<file path="config.mk">
export PLATFORM = sky130hd
export DESIGN_NAME = cpu_ctrl
export DESIGN_NICKNAME = d
export VERILOG_FILES = /design/src/rtl/cpu_pkg.sv /design/src/rtl/cpu_decode.sv /design/src/rtl/cpu_ctrl.sv
export SDC_FILE = /design/constraint.sdc
export NUM_CORES = 1
export LEC_CHECK = 0
export CAP_MARGIN = 10
export CELL_PAD_IN_SITES_DETAIL_PLACEMENT = 1
export CELL_PAD_IN_SITES_GLOBAL_PLACEMENT = 2
export CORE_AREA = 4 4 87 89
export DETAILED_ROUTE_END_ITERATION = 10
export DIE_AREA = 0 0 91 93
export PLACE_DENSITY = 0.81
export SETUP_SLACK_MARGIN = 0.1
export SLEW_MARGIN = 20
export SYNTH_ARGS = -nofsm -noshare
export SYNTH_HDL_FRONTEND = slang
export SYNTH_SLANG_ARGS = --single-unit
</file>
<file path="constraint.sdc">
create_clock -name clock -period 2.6 [get_ports clock]
set_input_delay 0.52 -clock clock [delete_from_list [all_inputs] [get_ports clock]]
set_output_delay 0.52 -clock clock [all_outputs]
set_load 0.03 [all_outputs]
</file>
<file path="src/rtl/cpu_pkg.sv">
// Shared definitions for the 8-bit accumulator CPU sequencer: opcodes, FSM states,
// the decoded-instruction payload and the conditional-jump helper.
package cpu_pkg;

  localparam int unsigned DW  = 8;
  localparam int unsigned AW  = 8;
  localparam int unsigned OPW = 4;

  localparam logic [OPW-1:0] OP_NOP = 4'h0;
  localparam logic [OPW-1:0] OP_LDA = 4'h1;
  localparam logic [OPW-1:0] OP_ADD = 4'h2;
  localparam logic [OPW-1:0] OP_SUB = 4'h3;
  localparam logic [OPW-1:0] OP_AND = 4'h4;
  localparam logic [OPW-1:0] OP_STA = 4'h5;
  localparam logic [OPW-1:0] OP_JMP = 4'h6;
  localparam logic [OPW-1:0] OP_JZ  = 4'h7;
  localparam logic [OPW-1:0] OP_JN  = 4'h8;
  localparam logic [OPW-1:0] OP_HLT = 4'hF;

  typedef enum logic [2:0] {
    S_IF   = 3'd0,
    S_ID   = 3'd1,
    S_OF   = 3'd2,
    S_MR   = 3'd3,
    S_EX   = 3'd4,
    S_ST   = 3'd5,
    S_HALT = 3'd6
  } state_t;

  typedef enum logic [1:0] {
    ALU_PASS = 2'd0,
    ALU_ADD  = 2'd1,
    ALU_SUB  = 2'd2,
    ALU_AND  = 2'd3
  } alu_sel_t;

  typedef enum logic [1:0] {
    JC_NONE   = 2'd0,
    JC_ALWAYS = 2'd1,
    JC_Z      = 2'd2,
    JC_N      = 2'd3
  } jmp_cond_t;

  typedef struct packed {
    logic      one_byte;
    logic      halt;
    logic      alu_op;
    logic      store;
    logic      jump;
    jmp_cond_t cond;
    alu_sel_t  alu_sel;
  } dec_t;

  // Resolve a jump condition against the ALU flags.
  function automatic logic jump_taken(input jmp_cond_t cond, input logic z, input logic n);
    logic taken;
    case (cond)
      JC_ALWAYS: taken = 1'b1;
      JC_Z:      taken = z;
      JC_N:      taken = n;
      default:   taken = 1'b0;
    endcase
    return taken;
  endfunction

endpackage

</file>
<file path="src/rtl/cpu_decode.sv">
// Opcode classifier: maps a 4-bit opcode to its instruction class and ALU enable.
import cpu_pkg::*;

module cpu_decode (
  input  logic [OPW-1:0] opcode,
  output dec_t           dec_c
);

  always_comb begin
    dec_c.one_byte = 1'b0;
    dec_c.halt     = 1'b0;
    dec_c.alu_op   = 1'b0;
    dec_c.store    = 1'b0;
    dec_c.jump     = 1'b0;
    dec_c.cond     = JC_NONE;
    dec_c.alu_sel  = ALU_PASS;
    case (opcode)
      OP_LDA: begin
        dec_c.alu_op  = 1'b1;
        dec_c.alu_sel = ALU_PASS;
      end
      OP_ADD: begin
        dec_c.alu_op  = 1'b1;
        dec_c.alu_sel = ALU_ADD;
      end
      OP_SUB: begin
        dec_c.alu_op  = 1'b1;
        dec_c.alu_sel = ALU_SUB;
      end
      OP_AND: begin
        dec_c.alu_op  = 1'b1;
        dec_c.alu_sel = ALU_AND;
      end
      OP_STA: dec_c.store = 1'b1;
      OP_JMP: begin
        dec_c.jump = 1'b1;
        dec_c.cond = JC_ALWAYS;
      end
      OP_JZ: begin
        dec_c.jump = 1'b1;
        dec_c.cond = JC_Z;
      end
      OP_JN: begin
        dec_c.jump = 1'b1;
        dec_c.cond = JC_N;
      end
      OP_HLT: begin
        dec_c.one_byte = 1'b1;
        dec_c.halt     = 1'b1;
      end
      // OP_NOP and the undefined opcodes 9-E all behave as a one-byte no-op
      default: dec_c.one_byte = 1'b1;
    endcase
  end

endmodule

</file>
<file path="src/rtl/cpu_ctrl.sv">
// Instruction sequencer for the accumulator CPU: fetch/decode/operand FSM driving
// the memory strobes, the ALU enables and the ALU operand bus.
import cpu_pkg::*;

module cpu_ctrl (
  input  logic          clock,
  input  logic          reset,
  input  logic          hold,
  output logic [AW-1:0] mem_addr,
  output logic          mem_re,
  input  logic [DW-1:0] mem_rdata,
  output logic          mem_we,
  output logic [DW-1:0] mem_wdata,
  input  logic [DW-1:0] acc,
  input  logic          z_flag,
  input  logic          n_flag,
  output logic          alu_en,
  output logic          alu_add,
  output logic          alu_sub,
  output logic          alu_and,
  output logic          alu_pass,
  output logic [DW-1:0] alu_din,
  output logic [AW-1:0] pc,
  output logic          halted
);

  state_t         state, state_nxt;
  logic [AW-1:0]  pc_q, pc_nxt;
  logic [AW-1:0]  opr, opr_nxt;
  // Only the opcode nibble of the instruction register is ever consulted
  logic [OPW-1:0] ir_op, ir_op_nxt;
  logic [OPW-1:0] dec_op;
  dec_t           dec;

  // In S_ID the opcode is decoded straight off the memory bus, later from ir
  assign dec_op = (state == S_ID) ? mem_rdata[DW-1:DW-OPW] : ir_op;

  cpu_decode u_decode (
    .opcode (dec_op),
    .dec_c  (dec)
  );

  assign pc        = pc_q;
  assign mem_wdata = acc;

  always_ff @(posedge clock or negedge reset) begin
    if (!reset) begin
      state <= S_IF;
      pc_q  <= '0;
      ir_op <= '0;
      opr   <= '0;
    end else begin
      state <= state_nxt;
      pc_q  <= pc_nxt;
      ir_op <= ir_op_nxt;
      opr   <= opr_nxt;
    end
  end

  // Next-state, register updates and state-decoded outputs
  always_comb begin
    state_nxt = state;
    pc_nxt    = pc_q;
    ir_op_nxt = ir_op;
    opr_nxt   = opr;
    mem_addr  = '0;
    mem_re    = 1'b0;
    mem_we    = 1'b0;
    alu_en    = 1'b0;
    alu_add   = 1'b0;
    alu_sub   = 1'b0;
    alu_and   = 1'b0;
    alu_pass  = 1'b0;
    alu_din   = '0;
    halted    = 1'b0;

    case (state)
      S_IF: begin
        mem_addr = pc_q;
        if (!hold) begin
          // Fetch strobe stays low while reset is asserted
          mem_re    = reset;
          pc_nxt    = pc_q + AW'(1);
          state_nxt = S_ID;
        end
      end

      S_ID: begin
        ir_op_nxt = mem_rdata[DW-1:DW-OPW];
        if (dec.halt) begin
          state_nxt = S_HALT;
        end else if (dec.one_byte) begin
          state_nxt = S_IF;
        end else begin
          mem_addr  = pc_q;
          mem_re    = 1'b1;
          pc_nxt    = pc_q + AW'(1);
          state_nxt = S_OF;
        end
      end

      S_OF: begin
        opr_nxt = mem_rdata;
        if (dec.jump) begin
          if (jump_taken(dec.cond, z_flag, n_flag)) begin
            pc_nxt = mem_rdata;
          end
          state_nxt = S_IF;
        end else if (dec.store) begin
          state_nxt = S_ST;
        end else if (dec.alu_op) begin
          state_nxt = S_MR;
        end else begin
          state_nxt = S_IF;
        end
      end

      S_MR: begin
        mem_addr  = opr;
        mem_re    = 1'b1;
        state_nxt = S_EX;
      end

      S_EX: begin
        alu_en  = 1'b1;
        alu_din = mem_rdata;
        case (dec.alu_sel)
          ALU_ADD: alu_add  = 1'b1;
          ALU_SUB: alu_sub  = 1'b1;
          ALU_AND: alu_and  = 1'b1;
          default: alu_pass = 1'b1;
        endcase
        state_nxt = S_IF;
      end

      S_ST: begin
        mem_addr  = opr;
        mem_we    = 1'b1;
        state_nxt = S_IF;
      end

      S_HALT: begin
        halted = 1'b1;
      end

      default: state_nxt = S_IF;
    endcase
  end

endmodule

</file>
== Word-level counts from Yosys, hierarchy flattened ==
Cells that the tools add are included.
Storage, ports and cells
  register bits after elaboration: 23
  input bits: 21
  output and inout bits: 40
Cells by class
  add/sub/neg operators: 1
  equality and inequality tests: 26
  mux-type cells: 41
  bitwise logic cells: 1
  reduce and logical (&&, ||, !) cells: 8
Operators by type and width (count)
  $mux W8: 8
  $pmux W8 S3: 2
  $mux W1: 19
  $eq A4 B3 Y1 const B: 4
  $pmux W3 S5: 1
  $mux W3: 4
  $ne A2 B2 Y1 const B: 5
  $eq A3 B3 Y1 const B: 3
  $pmux W3 S3: 1
  $add A8 B1 Y8 const B: 1
  $eq A2 B2 Y1 const B: 4
  $eq A4 B2 Y1 const B: 2
  $eq A4 B4 Y1 const B: 2
  $reduce_or A8 Y1: 1
  $eq A3 B2 Y1 const B: 2
  $pmux W1 S3: 2
  $pmux W2 S3: 1
  $reduce_and A6 Y1: 1
  $eq A2 B1 Y1 const B: 2
  $eq A4 B1 Y1 const B: 1
  $mux W2: 2
  $mux W4: 1
  $reduce_or A4 Y1: 1
  $eq A3 B1 Y1 const B: 1
  other kinds (6): 6

== Depth between registers and ports, before layout ==
  word-level depth: 11
  mapped depth: 7
  mapped depth without buffers: 5

== Cells and area by module ==
A second synthesis with hierarchy kept.
Unflattened totals
  cell total of the unflattened synthesis: 198
  area, all modules: 1671.6 um2
Modules (own cells, without submodules)
  cpu_ctrl: times used 1, cells an instance 176, area an instance 1511.4 um2
  cpu_decode: times used 1, cells an instance 22, area an instance 160.2 um2

== Worst setup path after synthesis ==
OpenSTA, ideal clock, no wires.
  path kind: register -> output
  from: register state[1]
  to: output port mem_re
  data arrival time: 2.102 ns
  required time: 2.080 ns
  path slack: -0.022 ns
  cell stages (with the launch flop): 5
  buffers on the path: 0
  cell sequence: dfrtp_1 -> nor3b_4 -> mux2_4 -> xnor2_1 -> a211oi_1
On the way
  cells in the longest elaborated chain, start to end: 7
  elaborated cells between the ends (all ways): 18
  classes of those cells: eq/ne: 11; mux: 5; reduce/logical: 2
Ends and longest elaborated chain
  start: declaration: line cpu_ctrl.sv:27  | state_t state, state_nxt;
  start signal: assignment: line cpu_ctrl.sv:53  | state <= state_nxt;
  $eq A3 B1 Y1 (*): line cpu_ctrl.sv:36  | assign dec_op = (state == S_ID) ? mem_rdata[DW-1:DW-OPW] : ir_op;
  $mux W4 (*)
  net dec_op[3]: line cpu_ctrl.sv:32  | logic [OPW-1:0] dec_op;
  $eq A4 B1 Y1 (tied with other cells): line cpu_decode.sv:17  | case (opcode)
  $reduce_or A8 Y1 (no line)
  $mux W1: line cpu_ctrl.sv:92  | end else if (dec.one_byte) begin
  $mux W1 (*): line cpu_ctrl.sv:90  | if (dec.halt) begin
  $pmux W1 S3 (*): line cpu_ctrl.sv:77  | case (state)
  end: declaration: line cpu_ctrl.sv:10  | output logic mem_re,
Mark *: on every way through the listed nets, which the timed path passes. The rest lies on a longest branch.

== Worst setup path after layout ==
  from: register state[2]
  to: output port mem_addr[0]
On the way
  cells in the longest elaborated chain, start to end: 7
  elaborated cells between the ends (all ways): 20
  classes of those cells: eq/ne: 12; mux: 5; reduce/logical: 3
Ends and longest elaborated chain
  $eq A3 B1 Y1 (*): line cpu_ctrl.sv:36
  $mux W4 (*)
  net dec_op[3]: line cpu_ctrl.sv:32
  $eq A4 B1 Y1 (tied with other cells): line cpu_decode.sv:17
  $reduce_or A8 Y1 (no line)
  $mux W8: line cpu_ctrl.sv:92
  $mux W8 (*): line cpu_ctrl.sv:90
  $pmux W8 S3 (*): line cpu_ctrl.sv:77
  end: declaration: line cpu_ctrl.sv:9  | output logic [AW-1:0] mem_addr,
Marked as above.

==> flow_summary.json <==
{
  "drt_wl_total_um": 5670,
  "setup_viol": 9,
  "drive_above_1_share_pct": 36.7,
  "drcViolationCount": 0,
  "gp_congestion": 0.845,
  "io_buffers": 44,
  "ys_seq_elements": 23,
  "die_h_um": 93,
  "hold_viol_final": 0,
  "seqCellArea_sq_um": 576,
  "crit_fanout": 4,
  "pin_count": 61,
  "fmax_ghz": 0.371,
  "fin_area_sq_um": 2550,
  "dp.cells": 313,
  "numCtsBuffers": 3,
  "pwr-share-seq_pct": 20.8,
  "yosysWarnings": 0,
  "final_cells": 328,
  "grt_start_max_net_pins": 24,
  "power.density_nw_per_um2": 1410,
  "rrSetupSlack_ns": 0.42,
  "status": "finished, violations left",
  "r2r-start": "state[1]",
  "path_class": "reg -> out",
  "dp_hpwl_um": 4000,
  "r2r_cells": 6,
  "tritoncts": "yes",
  "postSynth.asyncResetShare_pct": 100,
  "insertion_delay_ns": 0.27,
  "post-route-period-util_pct": 104,
  "timing.final.ws_setup_ns": -0.0926,
  "synth-edff-count": 0,
  "cap_violations": 0,
  "final_max_slew_viol_count": 0,
  "h-tree-depth": 1,
  "pwr-share-comb_pct": 72.6,
  "die_area_sq_um": 8460,
  "relSlewSlack_pct": 57.3,
  "multi_input_area_sq_um": 1120,
  "grt_use_total_pct": 13.5,
  "cts_hold_buf": 0,
  "clk_pin_slew_worst_paths_ns": 0.09,
  "holdCritPathClass": "reg -> reg",
  "overflow": 0,
  "mappedNetlistArea_sq_um": 1650,
  "avgSynthCellArea_sq_um": 9.03,
  "synth_common_cells": "nand2_1, dfrtp_1, and2_1",
  "min_from": "opr[5]",
  "drtAntennaViolNets": 0,
  "dr.pass1.iters": 4,
  "clock_power_share_pct": 6.6,
  "clockBufferDepth": 2,
  "grt_antenna_before_repair": 0,
  "fill_cells": 760,
  "power.switching_mw": 1.63,
  "arrival_ns": 2.17,
  "power_leakage_nw": 1.22,
  "power.internal_mw": 1.97,
  "vias_per_cell": 4.85,
  "synth_nets": 205,
  "rsz0062_at_grt": "yes",
  "start_util_pct": 24.4,
  "num_rows": 30,
  "synth_top_area_share_pct": 34.8,
  "n_antenna_cell": 0,
  "syn_to_final_growth_pct": 54.6,
  "ys_types": 42,
  "hold_path_end": "opr[5]",
  "grt_pass1_vias": 1764,
  "placed_area_sq_um": 2220,
  "finalNetCount": 271,
  "synth_flop_cell": "dfrtp_1",
  "violations": "setup timing",
  "skew_ns": 0.00628,
  "peakVddDrop_mv": 0.706,
  "yosysTopAreaCell": "dfrtp_1",
  "ys_seq_area_share_pct": 34.8,
  "num_vias": 1590,
  "period_needed_ns": 2.69,
  "cp-end-kind": "output pin",
  "timing.rr.end": "pc[7]",
  "syn-instance-count": 183,
  "cts.sinks": 23,
  "root_buffer": "clkbuf_8",
  "switching_share_pct": 45.2,
  "worst_slew_pin_slew_ns": 0.641,
  "synth_area_leaders": "dfrtp_1, mux2_4, nand2_1, and2_1, a22o_1",
  "grt_pass1_wl_um": 9350,
  "p_total_mw": 3.60,
  "synth.most_common_cell": "nand2_1",
  "hold_depth": 2,
  "die_w_um": 91,
  "drt_iter0_markers": 58,
  "core_sq_um": 6760,
  "wl_per_cell_um": 17.3,
  "startpoint_type": "flop",
  "critPathRequiredTime_ns": 2.08
}
==> flip-flops by register name (all words and copies together), names as in the netlist <==
name   flops
pc         8
state      3
opr        8
ir_op      4
==> power groups by stage <==
stage               combinational (mW)  sequential, mW  clock [mW]
finish                            2.61           0.748       0.238
global route                      2.80           0.779       0.258
floorplan                         1.31           0.795           0
global placement                  2.08           0.717           0
CTS                               2.53           0.748       0.246
detailed placement                2.12           0.724           0
==> how the worst max path moves through the flow <==
stage                  end  cells after the start  slack, ns         start
6_report       mem_addr[0]                      7      -0.09      state[2]
3_5_place_dp   mem_addr[6]                      7      -0.39  mem_rdata[5]
5_1_grt        mem_addr[0]                      7      -0.15      state[2]
2_1_floorplan  mem_addr[0]                      5       0.13      state[1]
3_3_place_gp   mem_addr[0]                      7      -0.35  mem_rdata[4]
4_1_cts        mem_addr[6]                      7      -0.05      state[2]
==> cell type report <==
class | count | share of cell area, %
clock buffers | 3 | 1.62
multi-input cells | 139 | 43.8
flip-flops and latches | 23 | 22.5
clock inverters | 1 | 0.196
inverters | 5 | 0.735
repair buffers | 77 | 27.2
well taps | 80 | 3.92
==> placed cells by master, fill, tap and decap left out, types with 2 or more instances in the layout <==
cell type / count
a22o_4: 8
nor3_4: 2
nor3b_1: 2
dlymetal6s2s_1: 2
buf_6: 16
mux2i_1: 3
a21oi_1: 4
a31oi_1: 2
clkbuf_8: 3
nand2_1: 31
clkdlybuf4s50_1: 18
mux2_4: 8
nand3b_1: 4
and2_1: 12
dlygate4sd2_1: 2
mux2i_4: 2
nor2_1: 11
inv_1: 5
o21a_1: 2
nand3_1: 4
o21ai_0: 10
xor2_1: 6
dfrtp_1: 23
and3_1: 2
buf_4: 39
xnor2_1: 2
nor2b_1: 2
==> stage by stage <==
stage               setup slack [ns]  util [%]  setup TNS (ns)  hold WS (ns)
floorplan                      0.133         -               0         0.224
global placement              -0.351      32.8           -2.91         0.468
detailed placement            -0.390      32.8           -3.32         0.467
CTS                          -0.0538      36.9          -0.416         0.514
global route                  -0.155      37.8           -1.52         0.544
finish                       -0.0926      37.8          -0.660         0.510
==> worst max-delay path, stage by stage, from the launching register on <==
cell      delay [ns]
dfrtp_1         0.43
nor3b_4         0.25
mux2_4          0.37
xnor2_4         0.15
a211oi_4        0.27
buf_6           0.18
a22o_4          0.12
buf_6           0.12
==> logic make-up after synthesis <==
group / count (synthesis) / synth area share, %
XOR/XNOR: 9 / 4.77
flip-flops: 23 / 34.8
AND/OR/NAND/NOR: 80 / 25.3
adder cells (fa/ha/maj): 1 / 0.757
multiplexers: 14 / 11.0
buffers and inverters: 21 / 7.12
AO/OA/AOI/OAI: 35 / 16.2
==> what timing repair did <==
| action | in CTS | in global routing |
|---|---|---|
| buffers inserted | 7 | 5 |
| pin swaps | 6 | 4 |
| resized for setup | 34 | 8 |
| setup endpoints to repair | 13 | 16 |
==> per-layer routing <==
layer / vias to the layer above / track usage [%] / part of all wire, %
li1: 761 / - / -
met5: - / 0 / 0
met4: 0 / 2.89 / 1.3
met2: 35 / 22.8 / 48
met3: 8 / 1.53 / 3.8
met1: 786 / 18.6 / 47
(Power assumes the default switching activity.)
